$ cat src/rtl/btn_event_arbiter_pkg.sv
// Shared encodings and constants for the button event arbiter.
package btn_event_arbiter_pkg;

  localparam int N_CH = 4;
  localparam int ID_W = 2;

  typedef enum logic [1:0] {
    S_IDLE  = 2'd0,
    S_OFFER = 2'd1,
    S_WAIT  = 2'd2
  } arb_state_e;

  typedef enum logic {
    D_ZERO = 1'b0,
    D_ONE  = 1'b1
  } det_state_e;

endpackage

$ cat src/rtl/edge_tick_cell.sv
// Mealy rising-edge detector: tick is combinational while in ZERO with level high.
module edge_tick_cell
  import btn_event_arbiter_pkg::*;
(
  input  logic clk,
  input  logic reset,
  input  logic level,
  output logic tick
);

  det_state_e r_state, w_state_nx;

  always_ff @(posedge clk or posedge reset) begin
    if (reset) r_state <= D_ZERO;
    else       r_state <= w_state_nx;
  end

  always_comb begin
    w_state_nx = r_state;
    tick       = 1'b0;
    case (r_state)
      D_ZERO: if (level) begin
        tick       = 1'b1;
        w_state_nx = D_ONE;
      end
      D_ONE:   if (!level) w_state_nx = D_ZERO;
      default: w_state_nx = D_ZERO;
    endcase
  end

endmodule

$ cat src/rtl/btn_event_arbiter.sv
// Collects per-channel rising-edge events and hands them one at a time to a
// shared resource, round-robin, with overrun tracking and a done timeout.
module btn_event_arbiter #(
  parameter int N_CH        = 4,
  parameter int TIMEOUT_CYC = 1000
) (
  input  logic                                  clk,
  input  logic                                  reset,
  input  logic [N_CH-1:0]                       level,
  input  logic                                  req_ready,
  input  logic                                  done,
  input  logic                                  clr_ovr,
  output logic                                  req_valid,
  output logic [btn_event_arbiter_pkg::ID_W-1:0] req_id,
  output logic                                  busy,
  output logic [N_CH-1:0]                       pend,
  output logic [N_CH-1:0]                       overrun,
  output logic                                  timeout
);

  import btn_event_arbiter_pkg::*;

  localparam logic [15:0] CNT_TERM = 16'(TIMEOUT_CYC - 1);

  arb_state_e      r_state, w_state_nx;
  logic [ID_W-1:0] r_req_id, w_req_id_nx;
  logic [ID_W-1:0] r_rr_ptr, w_rr_ptr_nx;
  logic [ID_W-1:0] w_sel_id;
  logic            w_sel_vld;
  logic [15:0]     r_cnt, w_cnt_nx;
  logic            r_req_valid, r_busy, r_timeout, w_timeout_nx;
  logic            w_accept;
  logic [N_CH-1:0] r_pend, r_ovr, w_tick, w_acc_vec;

  for (genvar g = 0; g < N_CH; g++) begin : g_det
    edge_tick_cell u_det (
      .clk   (clk),
      .reset (reset),
      .level (level[g]),
      .tick  (w_tick[g])
    );
  end

  // Descending scan so the last hit written is the nearest one at/after rr_ptr.
  always_comb begin : rr_sel
    logic [ID_W-1:0] idx;
    idx       = '0;
    w_sel_vld = 1'b0;
    w_sel_id  = r_rr_ptr;
    for (int k = N_CH - 1; k >= 0; k--) begin
      idx = r_rr_ptr + ID_W'(k);
      if (r_pend[idx]) begin
        w_sel_vld = 1'b1;
        w_sel_id  = idx;
      end
    end
  end

  always_comb begin
    w_state_nx   = r_state;
    w_req_id_nx  = r_req_id;
    w_rr_ptr_nx  = r_rr_ptr;
    w_cnt_nx     = r_cnt;
    w_timeout_nx = 1'b0;
    w_accept     = 1'b0;
    case (r_state)
      S_IDLE: if (w_sel_vld) begin
        w_state_nx  = S_OFFER;
        w_req_id_nx = w_sel_id;
      end
      S_OFFER: if (req_ready) begin
        w_accept   = 1'b1;
        w_state_nx = S_WAIT;
        w_cnt_nx   = '0;
      end
      S_WAIT: begin
        if (done) begin
          w_state_nx  = S_IDLE;
          w_rr_ptr_nx = r_req_id + 1'b1;
        end else if (r_cnt == CNT_TERM) begin
          w_state_nx   = S_IDLE;
          w_timeout_nx = 1'b1;
          w_rr_ptr_nx  = r_req_id + 1'b1;
        end else begin
          w_cnt_nx = r_cnt + 16'd1;
        end
      end
      default: w_state_nx = S_IDLE;
    endcase
  end

  // A tick on the channel being accepted re-arms pend instead of counting as overrun.
  assign w_acc_vec = w_accept ? (N_CH'(1) << r_req_id) : '0;

  always_ff @(posedge clk or posedge reset) begin
    if (reset) begin
      r_state     <= S_IDLE;
      r_req_id    <= '0;
      r_rr_ptr    <= '0;
      r_cnt       <= '0;
      r_req_valid <= 1'b0;
      r_busy      <= 1'b0;
      r_timeout   <= 1'b0;
      r_pend      <= '0;
      r_ovr       <= '0;
    end else begin
      r_state     <= w_state_nx;
      r_req_id    <= w_req_id_nx;
      r_rr_ptr    <= w_rr_ptr_nx;
      r_cnt       <= w_cnt_nx;
      r_req_valid <= (w_state_nx == S_OFFER);
      r_busy      <= (w_state_nx != S_IDLE);
      r_timeout   <= w_timeout_nx;
      r_pend      <= (r_pend & ~w_acc_vec) | w_tick;
      r_ovr       <= (clr_ovr ? '0 : r_ovr) | (w_tick & r_pend & ~w_acc_vec);
    end
  end

  assign req_valid = r_req_valid;
  assign req_id    = r_req_id;
  assign busy      = r_busy;
  assign pend      = r_pend;
  assign overrun   = r_ovr;
  assign timeout   = r_timeout;

endmodule

$ cat config.mk
export PLATFORM = sky130hd
export DESIGN_NAME = btn_event_arbiter
export DESIGN_NICKNAME = d
export VERILOG_FILES = /design/src/rtl/btn_event_arbiter_pkg.sv /design/src/rtl/edge_tick_cell.sv /design/src/rtl/btn_event_arbiter.sv
export SDC_FILE = /design/constraint.sdc
export NUM_CORES = 1
export LEC_CHECK = 0
export ABC_CLOCK_PERIOD_IN_PS = 3230
export BUFFER_PORTS_ARGS = -buffer_cell sky130_fd_sc_hd__clkbuf_2
export CORE_UTILIZATION = 60
export CTS_CLUSTER_SIZE = 16
export DETAILED_ROUTE_END_ITERATION = 10
export PLACE_DENSITY = 0.92
export SLEW_MARGIN = 15
export SYNTH_ARGS = -nofsm -noshare
export SYNTH_HDL_FRONTEND = slang
export SYNTH_SLANG_ARGS = --single-unit
$ cat constraint.sdc
create_clock -name clk -period 3.23 [get_ports clk]
set_input_delay 0.1615 -clock clk [delete_from_list [all_inputs] [get_ports clk]]
set_output_delay 0.1615 -clock clk [all_outputs]
set_load 0.005 [all_outputs]
# [Word level (Yosys, flattened, before mapping)]
# Cells that the tools add are included.
[classes] add_sub_neg=5 order_cmp=4 eq_ne=7 shifts=1 muxes=42 n_bitwise=6 n_reduce_logical=7
[op_table] cell="2-to-1 mux 16 bit" count=3
[op_table] cell="one-hot mux 16 bit (2 select lines)" count=1
[op_table] cell="2-to-1 mux 1 bit" count=21
[op_table] cell="2-to-1 mux 2 bit" count=10
[op_table] cell="adder 16 x 1 -> 16 bit, second input constant" count=1
[op_table] cell="equality test 16 x 10 -> 1 bit, second input constant" count=1
[op_table] cell="AND 4 bit" count=3
[op_table] cell="less-than comparator 2 x 3 -> 1 bit, second input constant" count=4
[op_table] cell="binary-select mux 1 bit (select 2 bit)" count=4
[op_table] cell="2-to-1 mux 4 bit" count=2
[op_table] cell="OR 4 bit" count=2
[op_table] cell="!= test 2 bit, second input constant" count=3
[op_table] cell="one-hot mux 2 bit (3 select lines)" count=1
[op_table] cell="nonzero test 2 bit" count=3
[op_table] cell="adder 2 x 1 -> 2 bit, second input constant" count=2
[op_table] cell="adder 2 bit, second input constant" count=2
[op_table] cell="equality test 2 x 1 -> 1 bit, second input constant" count=2
[op_table] cell="NOT 4 bit" count=1
[op_table] cell="AND reduction 2 bit" count=2
[op_table] cell="AND reduction 4 bit" count=1
[op_table] cell="<< shifter 1 x 2 -> 4 bit, first input constant" count=1
[op_table] cell="equality test 2 bit, second input constant" count=1
[op_table] cell="zero test 2 bit" count=1
[word_totals] reg_bits=37 in_bits=9 wordCells=85

# [Depth between registers and ports, before layout]
# Gate-level depths: netlist of the first run.
[logic_depth] ltp_word=10 depth_mapped=6 depth_no_buf=5

# [Modules after synthesis]
# Synthesis of the first run repeated with hierarchy kept, for this count alone.
[unflattened] hier_cells=188 area_unflattened_um2=1870.5
[modules_own_cells] mod="btn_event_arbiter" n_inst=1 cells_each=176 area_each_um2=1700.4
[modules_own_cells] mod="edge_tick_cell" n_inst=4 cells_each=3 area_each_um2=42.5

# [Least setup slack after synthesis of the first run]
# OpenSTA, ideal clock, no wires.
[synth_path] path_kind="register -> register" start="register r_cnt[0]" end="register r_busy (netlist: busy)" t_arrival_ns=1.937 t_required_ns=3.098 setup_slack_ns=1.161 path_stages_with_launch=6 path_buffers=0 path_cell_list="dfrtp_1 -> ha_1 -> or4bb_1 -> nor4_4 -> nand2b_1 -> or3b_1"
[synth_between] elab_chain_len=5
[synth_rtl] element="start, declared" line_no="btn_event_arbiter.sv:30" source="logic [15:0] r_cnt, w_cnt_nx;"
[synth_rtl] element="start signal, assigned" line_no="btn_event_arbiter.sv:110" source="r_cnt <= w_cnt_nx;"
[synth_rtl] element="equality test 16 x 10 -> 1 bit" line_no="btn_event_arbiter.sv:80" source="end else if (r_cnt == CNT_TERM) begin"
[synth_rtl] element="2-to-1 mux 2 bit" line_no="btn_event_arbiter.sv:80"
[synth_rtl] element="2-to-1 mux 2 bit" line_no="btn_event_arbiter.sv:77" source="if (done) begin"
[synth_rtl] element="one-hot mux 2 bit (3 select lines)" line_no="btn_event_arbiter.sv:66" source="case (r_state)"
[synth_rtl] element="nonzero test 2 bit" line_no="btn_event_arbiter.sv:112" source="r_busy <= (w_state_nx != S_IDLE);"
[synth_rtl] element="end signal, assigned" line_no="btn_event_arbiter.sv:112"
[synth_rtl] element="end, declared" line_no="btn_event_arbiter.sv:31" source="logic r_req_valid, r_busy, r_timeout, w_timeout_nx;"
# Every way passes these cells.
# A chain may end at the register's enable or synchronous reset.

# [Final worst setup path of the first run]
# Same ends and word-level chain as after synthesis.

==> results of run 1 <==
-- repair_timing --
item | CTS | global route
endpoints found under the hold margin | 41 | 0
hold buffers | 5 | 0
setup buffers | 0 | 0
-- layout make-up --
cell class	count	area (um2)	share of cell area, %
Clock buffer	5	37.5	1.87
Clock inverter	2	35.0	1.74
Inverter	9	33.8	1.68
Multi-Input combinational cell	121	777	38.6
Sequential cell	37	926	46.0
Tap cell	31	38.8	1.93
Timing Repair Buffer	27	163	8.09
-- stage by stage --
step	hold WS, ns	instances
after detailed placement	0.270	220
final	0.0290	232
after global placement	0.257	220
after CTS	0.0251	232
after floorplan	0.193	173
after global routing	0.0635	232
-- layout by cell type, fill, tap and decap left out, drive strengths merged, types with 7 or more instances in the layout --
master	synthesis	final
dfrtp	37	37
clkbuf	3	26
nand2	22	22
nor2	11	11
a21oi	9	9
inv	9	9
o21ai	7	7
nand2b	7	7
-- synth_stat cells (2+ instances only) --
cell and count:
ha_1 5, or3b_1 2, nand4_1 3, a211oi_1 2, dfrtp_1 37, nor3_1 3, o22ai_1 5, nand2b_1 7
mux2i_1 2, and4_1 4, o31ai_1 2, o21ai_0 7, or3_1 5, xnor2_1 3, nand3_1 5, nand3b_1 2
nor2_1 11, a21oi_1 9, o211ai_1 3, inv_1 9, clkbuf_1 3, nand2_1 22, xor2_1 3
-- per-layer routing --
metal / wire length, um / vias up / track usage [%]
met5: 0 / - / 0
met4: 133 / 0 / 17.1
met3: 144 / 14 / 4.38
met2: 1730 / 42 / 40.3
met1: 1550 / 678 / 33.0
li1: - / 673 / -
-- registers in the layout, indices dropped and copies added (netlist names), 2 cells and up --
name and count:
r_state 2, g_det.u_det.r_state 4, req_id 2, pend 4, r_cnt 16, overrun 4, r_rr_ptr 2
-- kinds of logic after synthesis --
group,share of synthesized area (%)
AND/OR/NAND/NOR,23.4
flip-flops,52.3
AO/OA/AOI/OAI,12.1
buffers and inverters,3.88
XOR/XNOR,2.97
adder cells (fa/ha/maj),3.53
multiplexers,1.77
-- worst min path at each step --
stage | startpoint | end | slack (ns) | cells past startpoint
after global routing | clr_ovr | overrun[2]$_DFF_PP0_ | 0.06 | 2
after floorplan | level[0] | g_det[0].u_det.r_state$_DFF_PP0_ | 0.19 | 0
final | req_ready | req_valid$_DFF_PP0_ | 0.03 | 2
after detailed placement | reset | g_det[0].u_det.r_state$_DFF_PP0_ | 0.27 | 3
after CTS | req_ready | req_valid$_DFF_PP0_ | 0.03 | 2
after global placement | reset | g_det[0].u_det.r_state$_DFF_PP0_ | 0.26 | 3
-- power by group --
group / switching [uW] / leakage (uW) / internal, uW
registers: 112 / 0.000466 / 554
clock network: 150 / 0.0000410 / 158
logic: 196 / 0.000442 / 154
total: 457 / 0.000949 / 866
==> flow_summary.toml, run 1 <==
[synth]
synth_area_leader_cell = "dfrtp_1"
postSynthNetCount = 187
yosysUniqueCellTypes = 42
synth_edf_count = 0
yosysSeqAreaShare_pct = 52.3
avgSynthCellArea_um2 = 10.2
synthCells = 173
synthTopCellsByArea = "dfrtp_1 52%, nand2_1 4.7%, ha_1 3.5%"
synth_top_cell_area_share_pct = 52.3
ys_seq_elements = 37
async_flop_share_pct = 100
netlist_area_um2 = 1770
yosys_warnings = 0
synth_flop_cell = "dfrtp_1"

[critical_path]
rr_endpoint = "busy$_DFF_PP0_"
critPathLaunchType = "flop"
startpoint = "r_cnt[0]$_DFFE_PP0P_"
rrSetupSlack_ns = 0.91
crit_cells = 5
cp_cell_sequence = "ha_1, or4bb_1, nor4_4, nand2b_1, or3b_1"
slowest_stage = "nor4_4"
crit_family = "simple AND/OR/NAND/NOR gates"
cp_data_arrival_time_ns = 2.55
crit_required_ns = 3.47
path_buf_inv = 0
reg2regPathDepth = 5
crit_type = "flop to flop"
max_stage_delay_ns = 0.47
endpoint = "busy$_DFF_PP0_"
crit_fanout = 8
critPathCaptureType = "flop"
r2r_start = "r_cnt[0]$_DFFE_PP0P_"

[place]
hpwl_um = 2500
io_buffers = 21
pre_cts_slack_ns = 0.977
globalplace.congestion = 0.878
placed_area_um2 = 1890

[finish]
fin_nets = 215
fin_area_um2 = 2010
num_antenna_cells = 0
area_growth_pct = 13.5
final_util_pct = 72.3
fillers = 212
drive_gt1_share_pct = 16.4

[die]
core_area_um2 = 2780
dieArea_um2 = 3170
start_util_pct = 63.7
die_w_um = 56.3
row_count = 19
pin_count = 22
die_h_um = 56.3

[detailed_routing]
drt-wirelength-per-cell_um = 15.3
drt_iter0_drc = 75
vias_per_cell = 6.06
routed_wl_um = 3560
dr.pass1.iters = 4
ant_nets = 0
vias = 1407
drcViolationCount = 0

[sta]
slew_violations = 0
finClkSkew_ns = 0.0134
rsz0062_at_grt = "no"
setup-tns-final_ns = 0
tightestPinTransition_ns = 0.747
fmax_ghz = 0.432
finalCriticalPeriod_ns = 2.32
timing.final.crit_share_pct = 71.7
finalSetupViolations = 0
hold_violations = 0
setup_slack_ns = 0.914
slew_headroom_pct = 50.1

[cts]
clk_pin_slew_ns = 0.11
cts_made_buffers = 5
clock_sinks = 37
cts_resized = 0
htree_levels = 2
cts_tree = "done"
root_buffer = "clkbuf_4"
clk_latency_ns = 0.35
cts_buffer_depth = 2

[run]
cap_violations = 0

[global_route]
antenna_found_initial = 0
grtUsageTotal_pct = 25.8
grt_pass1_vias = 1391
grt_pass1_wl_um = 6180
overflow = 0
grt_max_degree = 38

[min_path]
hold_path_class = "primary input to flop"

[power_and_ir_drop]
p_total_uw = 1320
powerDensity_nw_per_um2 = 658
ir_worst_vdd_v = 0.000652
leakage_uw = 0.000949

[status]
status = "complete, no violations"
Power figures use the tool's default switching activity.
==> run 2, diff against run 1 <==
--- a/config.mk
+++ b/config.mk
@@ -5,12 +5,13 @@
 export SDC_FILE = /design/constraint.sdc
 export NUM_CORES = 1
 export LEC_CHECK = 0
-export ABC_CLOCK_PERIOD_IN_PS = 3230
+export ABC_AREA = 1
+export ABC_CLOCK_PERIOD_IN_PS = 1900
 export BUFFER_PORTS_ARGS = -buffer_cell sky130_fd_sc_hd__clkbuf_2
-export CORE_UTILIZATION = 60
+export CORE_UTILIZATION = 53
 export CTS_CLUSTER_SIZE = 16
 export DETAILED_ROUTE_END_ITERATION = 10
-export PLACE_DENSITY = 0.92
+export PLACE_DENSITY = 0.86
 export SLEW_MARGIN = 15
 export SYNTH_ARGS = -nofsm -noshare
 export SYNTH_HDL_FRONTEND = slang
==> constraint.sdc (replaced) <==
create_clock -name clk -period 1.9 [get_ports clk]
set_input_delay 0.095 -clock clk [delete_from_list [all_inputs] [get_ports clk]]
set_output_delay 0.095 -clock clk [all_outputs]
set_load 0.005 [all_outputs]
==> run 2 against run 1 <==
Effect of this change: sequential share of layout area is 9.8 points lower; wire length is 29% higher; largest power group unchanged; utilization is 8.9 points lower; die area is 41% higher; power is 130% higher; setup slack worse by 0.75 ns; global-route usage is 2.8 points lower; synthesized area is 26% higher.
==> flow_summary.toml, run 2 <==
[die]
die_w_um = 66.9
dieArea_um2 = 4470
die_h_um = 66.9
core_area_um2 = 4030
row_count = 23
pin_count = 22
start_util_pct = 55.4

[synth]
synthCells = 293
yosys_warnings = 0
synth_edf_count = 0
yosysSeqAreaShare_pct = 41.5
synth_flop_cell = "dfrtp_1"
avgSynthCellArea_um2 = 7.62
netlist_area_um2 = 2230
async_flop_share_pct = 100
synth_top_cell_area_share_pct = 41.5
yosysUniqueCellTypes = 29
synthTopCellsByCount = "88 x nand2_1, 37 x dfrtp_1, 32 x inv_1, 32 x nand3_1, 29 x nor2_1"
postSynthNetCount = 307
synth_area_leader_cell = "dfrtp_1"
synthTopCellsByArea = "dfrtp_1 41%, nand2_1 15%, nand3_1 7.2%"
ys_seq_elements = 37
yosysMostFrequentCell = "nand2_1"

[cts]
cts_tree = "done"
clk_latency_ns = 0.29
cts_buffer_depth = 2
clk_pin_slew_ns = 0.08
cts_made_buffers = 5
htree_levels = 2
root_buffer = "clkbuf_8"
clock_sinks = 37

[detailed_routing]
routed_wl_um = 4570
dr.pass1.iters = 4
drcViolationCount = 0
drt-wirelength-per-cell_um = 12.2
vias = 1955
ant_nets = 0
drt_iter0_drc = 149
vias_per_cell = 5.21

[min_path]
hold_path_class = "primary input to flop"

[critical_path]
critPathCaptureType = "flop"
crit_type = "flop to flop"
crit_required_ns = 2.08
cp_data_arrival_time_ns = 1.92
critPathLaunchType = "flop"
crit_fanout = 26
rrSetupSlack_ns = 0.16

[place]
io_buffers = 21
globalplace.congestion = 0.876
hpwl_um = 3260
pre_cts_slack_ns = 0.199

[finish]
largest_reg_flops = 16
fin_nets = 338
final_cell_mix = "88 x nand2_1, 37 x dfrtp_1, 32 x inv_1, 32 x nand3_1, 29 x nor2_1"
final_common_cell = "nand2_1"
final_util_pct = 63.4
drive_gt1_share_pct = 20.3
top_register = "r_cnt"
area_growth_pct = 14.4
num_antenna_cells = 0

[global_route]
grtUsageTotal_pct = 23.0
grt_max_degree = 38
grt_pass1_vias = 1788
antenna_found_initial = 0
overflow = 0
grt_pass1_wl_um = 7760

[sta]
timing.hold.ws_ns = 0.0197
setup-tns-final_ns = 0
timing.final.crit_share_pct = 91.5
slew_headroom_pct = 69.3
setup_slack_ns = 0.162
rsz0062_at_grt = "no"
slew_violations = 0
hold_violations = 0
tightestPinTransition_ns = 0.460
fmax_ghz = 0.575
finalCriticalPeriod_ns = 1.74
finalSetupViolations = 0
finClkSkew_ns = 0.00829

[power_and_ir_drop]
powerDensity_nw_per_um2 = 1180
ir_worst_vdd_v = 0.000710
leakage_uw = 0.00126

[run]
cap_violations = 0

[status]
status = "complete, no violations"
==> run 2: cell count changes after synthesis, moves of 5 or more <==
cell	before	now
or3_1	5	0
nand2b_1	7	0
o22ai_1	5	0
nand2_1	22	88
inv_1	9	32
a21oi_1	9	1
nand2_2	0	14
nand3_1	5	32
nor2_1	11	29
o21ai_2	0	10
==> run 2: worst max-delay path, stage by stage, from the launching register on <==
cell and delay (ns):
dfrtp_1 0.46, ha_1 0.29, nand2_2 0.11, clkinv_2 0.06, nand2_2 0.07, nor2_4 0.03
nand2_2 0.10, nand2_4 0.08, nand2_8 0.10, clkinv_8 0.14, nand2_1 0.09, o21ai_1 0.06
==> run 2: per-stage QoR <==
stage	area [um2]	instances	power [uW]
6_report	2550	375	3020
3_5_place_dp	2370	362	2180
2_1_floorplan	2230	293	1940
4_1_cts	2550	375	3030
5_1_grt	2550	375	3250
3_3_place_gp	2370	362	2130
==> run 2: final cells by class <==
class	instances	area, um2
inverter	36	149
fill	346	1480
timing repair buffer	28	170
clock inverter	3	68.8
sequential	37	926
tap	50	62.6
multi-input combinational	216	1110
clock buffer	5	68.8
==> run 2: cells by family (layout without fill, tap and decap cells) <==
kind of cell	Yosys count	in the layout	share of synthesized area (%)
simple gates	181	181	36.9
buf+inv	40	72	8.86
flops	37	37	41.5
compound gates	27	27	8.74
fa+ha+maj	5	5	2.80
xor+xnor	3	3	1.18
==> run 2: routing by layer <==
metal	wire (um)	global-route usage, %	up-vias
li1	-	-	993
met5	0	0	-
met3	228	4.97	7
met2	2200	36.4	54
met1	2080	30.7	901
met4	68	7.98	0
==> run 2: power breakdown <==
part	switching, uW	internal [uW]	total [uW]	leakage, uW
combinational	711	374	1080	0.000730
sequential	165	940	1110	0.000464
clock	300	529	829	0.0000687
==> run 2: path summary, 6_finish.rpt <==
| kind | startpoint | to | depth (start not counted) |
|---|---|---|---|
| min reg2reg | g_det[3].u_det.r_state$_DFF_PP0_ | pend[3]$_DFF_PP0_ | 1 |
| max in group asynchronous | reset | r_cnt[12]$_DFFE_PP0P_ | 4 |
| min | done | timeout$_DFF_PP0_ | 2 |
| max reg2reg | r_cnt[0]$_DFFE_PP0P_ | r_cnt[15]$_DFFE_PP0P_ | 11 |
| max | r_cnt[0]$_DFFE_PP0P_ | r_cnt[15]$_DFFE_PP0P_ | 11 |
| min in group asynchronous | reset | g_det[0].u_det.r_state$_DFF_PP0_ | 4 |
==> run 2: what timing repair did <==
action | in CTS | in global routing
gates resized for setup | 0 | 0
setup endpoints to repair | 0 | 0
endpoints found under the hold margin | 41 | 0
buffers inserted | 0 | 0
hold buffers | 5 | 0
==> run 3, diff against run 2 <==
--- a/config.mk
+++ b/config.mk
@@ -12,6 +12,7 @@
 export CTS_CLUSTER_SIZE = 16
 export DETAILED_ROUTE_END_ITERATION = 10
 export PLACE_DENSITY = 0.86
+export RECOVER_POWER = 100
 export SLEW_MARGIN = 15
 export SYNTH_ARGS = -nofsm -noshare
 export SYNTH_HDL_FRONTEND = slang
==> run 3 against run 2 <==
Effect of this change: setup slack better by 0.012 ns; sequential share of layout area is 0.72 points higher; count of clock-buffer cells in the layout stayed put; sequential power hardly changed; non-clock buffer count stayed put; first-iteration DRC count is 19% higher; power is 1.8% lower; critical path depth stayed put; wire length is 0.15% higher; register-to-register slack hardly changed; final area is 2.0% lower; largest cell class unchanged; highest routed layer unchanged.
==> flow_summary.toml, run 3 (same netlist as run 2, synthesis figures left out) <==
[die]
die_h_um = 66.9
die_w_um = 66.9
core_area_um2 = 4030
row_count = 23
pin_count = 22
dieArea_um2 = 4470
start_util_pct = 55.4

[detailed_routing]
ant_nets = 0
wl_met2_um = 2220
drt_iter0_drc = 178
routed_wl_um = 4580
vias_per_cell = 5.25
highest_layer = "met4"
vias = 1969
wl_met1_um = 2100
drt-wirelength-per-cell_um = 12.2
drcViolationCount = 0
dr.pass1.iters = 4
dr_wl_met3_um = 188

[finish]
final_common_cell = "nand2_1"
num_antenna_cells = 0
drive_gt1_share_pct = 12.6
fin_nets = 338
area_growth_pct = 12.2
fillers = 363
top_register = "r_cnt"
final_cell_mix = "97 x nand2_1, 37 x dfrtp_1, 32 x inv_1, 32 x nand3_1, 29 x nor2_1"
fin_cells = 375
largest_reg_flops = 16

[sta]
setup-tns-final_ns = 0
hold_violations = 0
fmax_ghz = 0.579
finalSetupViolations = 0
slew_headroom_pct = 40.1
finalCriticalPeriod_ns = 1.73
rsz0062_at_grt = "no"
finClkSkew_ns = 0.00968
tightestPinTransition_ns = 0.898
timing.final.crit_share_pct = 90.8
slew_violations = 0

[power_and_ir_drop]
sw_frac_of_total_pct = 39.2
clock_power_share_pct = 28.1
combPwrFrac_pct = 34.8
powerDensity_nw_per_um2 = 1180
leakage_uw = 0.00121
ir_worst_vdd_v = 0.000710
switchingPower_uw = 1160
pwr-share-seq_pct = 37.2
p_int_uw = 1800

[cts]
cts_made_buffers = 5
cts_tree = "done"
cts_buffer_depth = 2
post-cts-setup-buffers = 0
root_buffer = "clkbuf_8"
htree_levels = 2
clock_sinks = 37
clk_pin_slew_ns = 0.08
clk_latency_ns = 0.29
cts_resized = 0

[place]
globalplace.congestion = 0.876
place_inst = 362
io_buffers = 21
hpwl_um = 3260

[critical_path]
crit_required_ns = 2.08
r2r_start = "r_cnt[0]$_DFFE_PP0P_"
crit_fanout = 26
critPathLaunchType = "flop"
critPathCaptureType = "flop"
crit_type = "flop to flop"
cp_data_arrival_time_ns = 1.91
startpoint = "r_cnt[0]$_DFFE_PP0P_"

[status]
status = "complete, no violations"

[min_path]
hold_path_class = "primary input to flop"
hp-start = "done"

[global_route]
grt_pass1_wl_um = 7760
grt_pass1_vias = 1788
antenna_found_initial = 0
grt_max_degree = 38
grtUsageTotal_pct = 23.0
overflow = 0

[run]
cap_violations = 0
run 3: cell count changes in the layout (fill, tap and decap cells not counted), sizes merged:
cell / change
buf: -2
clkbuf: +2
run 3: worst paths after layout:
path,endpoint,slack (ns),depth (start not counted)
worst max-delay path,r_cnt[0]$_DFFE_PP0P_,0.17,11
worst min-delay path,timeout$_DFF_PP0_,0.02,2
worst max register to register,r_cnt[0]$_DFFE_PP0P_,0.17,11
worst min register to register,pend[0]$_DFF_PP0_,0.45,1
max in group asynchronous,r_cnt[14]$_DFFE_PP0P_,0.75,4
min in group asynchronous,g_det[0].u_det.r_state$_DFF_PP0_,0.59,4
run 3: worst max-delay path, cell delays in order (launching register included):
cell and delay (ns):
dfrtp_1 0.46, ha_1 0.28, nand2_2 0.11, clkinv_2 0.06
nand2_2 0.07, nor2_4 0.03, nand2_2 0.10, nand2_4 0.08
nand2_8 0.10, clkinv_8 0.12, nand2_1 0.12, o21ai_2 0.06
run 3: repair_timing:
item | CTS | global route
hold buffers | 5 | 0
endpoints found under the hold margin | 41 | 0
endpoints found under the setup margin | 0 | 0
run 3: area by class of cell:
class	instances	area, um2	area share (%)
well taps	50	62.6	2.50
inverters	36	149	5.95
flip-flops and latches	37	926	37.0
clock buffers	5	68.8	2.75
repair buffers	28	146	5.85
multi-input cells	216	1080	43.2
clock inverters	3	68.8	2.75
run 3: metal layers:
layer	track usage, %	vias up
met5	0	-
met4	7.98	0
met3	4.97	9
met2	36.4	51
met1	30.7	916
li1	-	993
run 3: stage by stage:
stage          hold WS, ns  cell area [um2]  utilization, %  setup slack, ns  power (uW)
2_1_floorplan        0.126             2230               -            0.286        1940
3_3_place_gp         0.206             2370            58.7            0.268        2130
3_5_place_dp         0.201             2370            58.7            0.199        2180
4_1_cts             0.0119             2550            63.4            0.174        3030
5_1_grt             0.0244             2500            62.1           0.0233        3190
6_report            0.0223             2500            62.1            0.174        2960
run 3: power by group through the flow:
stage	Clock [uW]	Sequential [uW]	Combinational (uW)
6_report	832	1100	1030
5_1_grt	871	1130	1190
4_1_cts	839	1100	1090
3_5_place_dp	0	1110	1070
3_3_place_gp	0	1110	1020
2_1_floorplan	0	1070	868
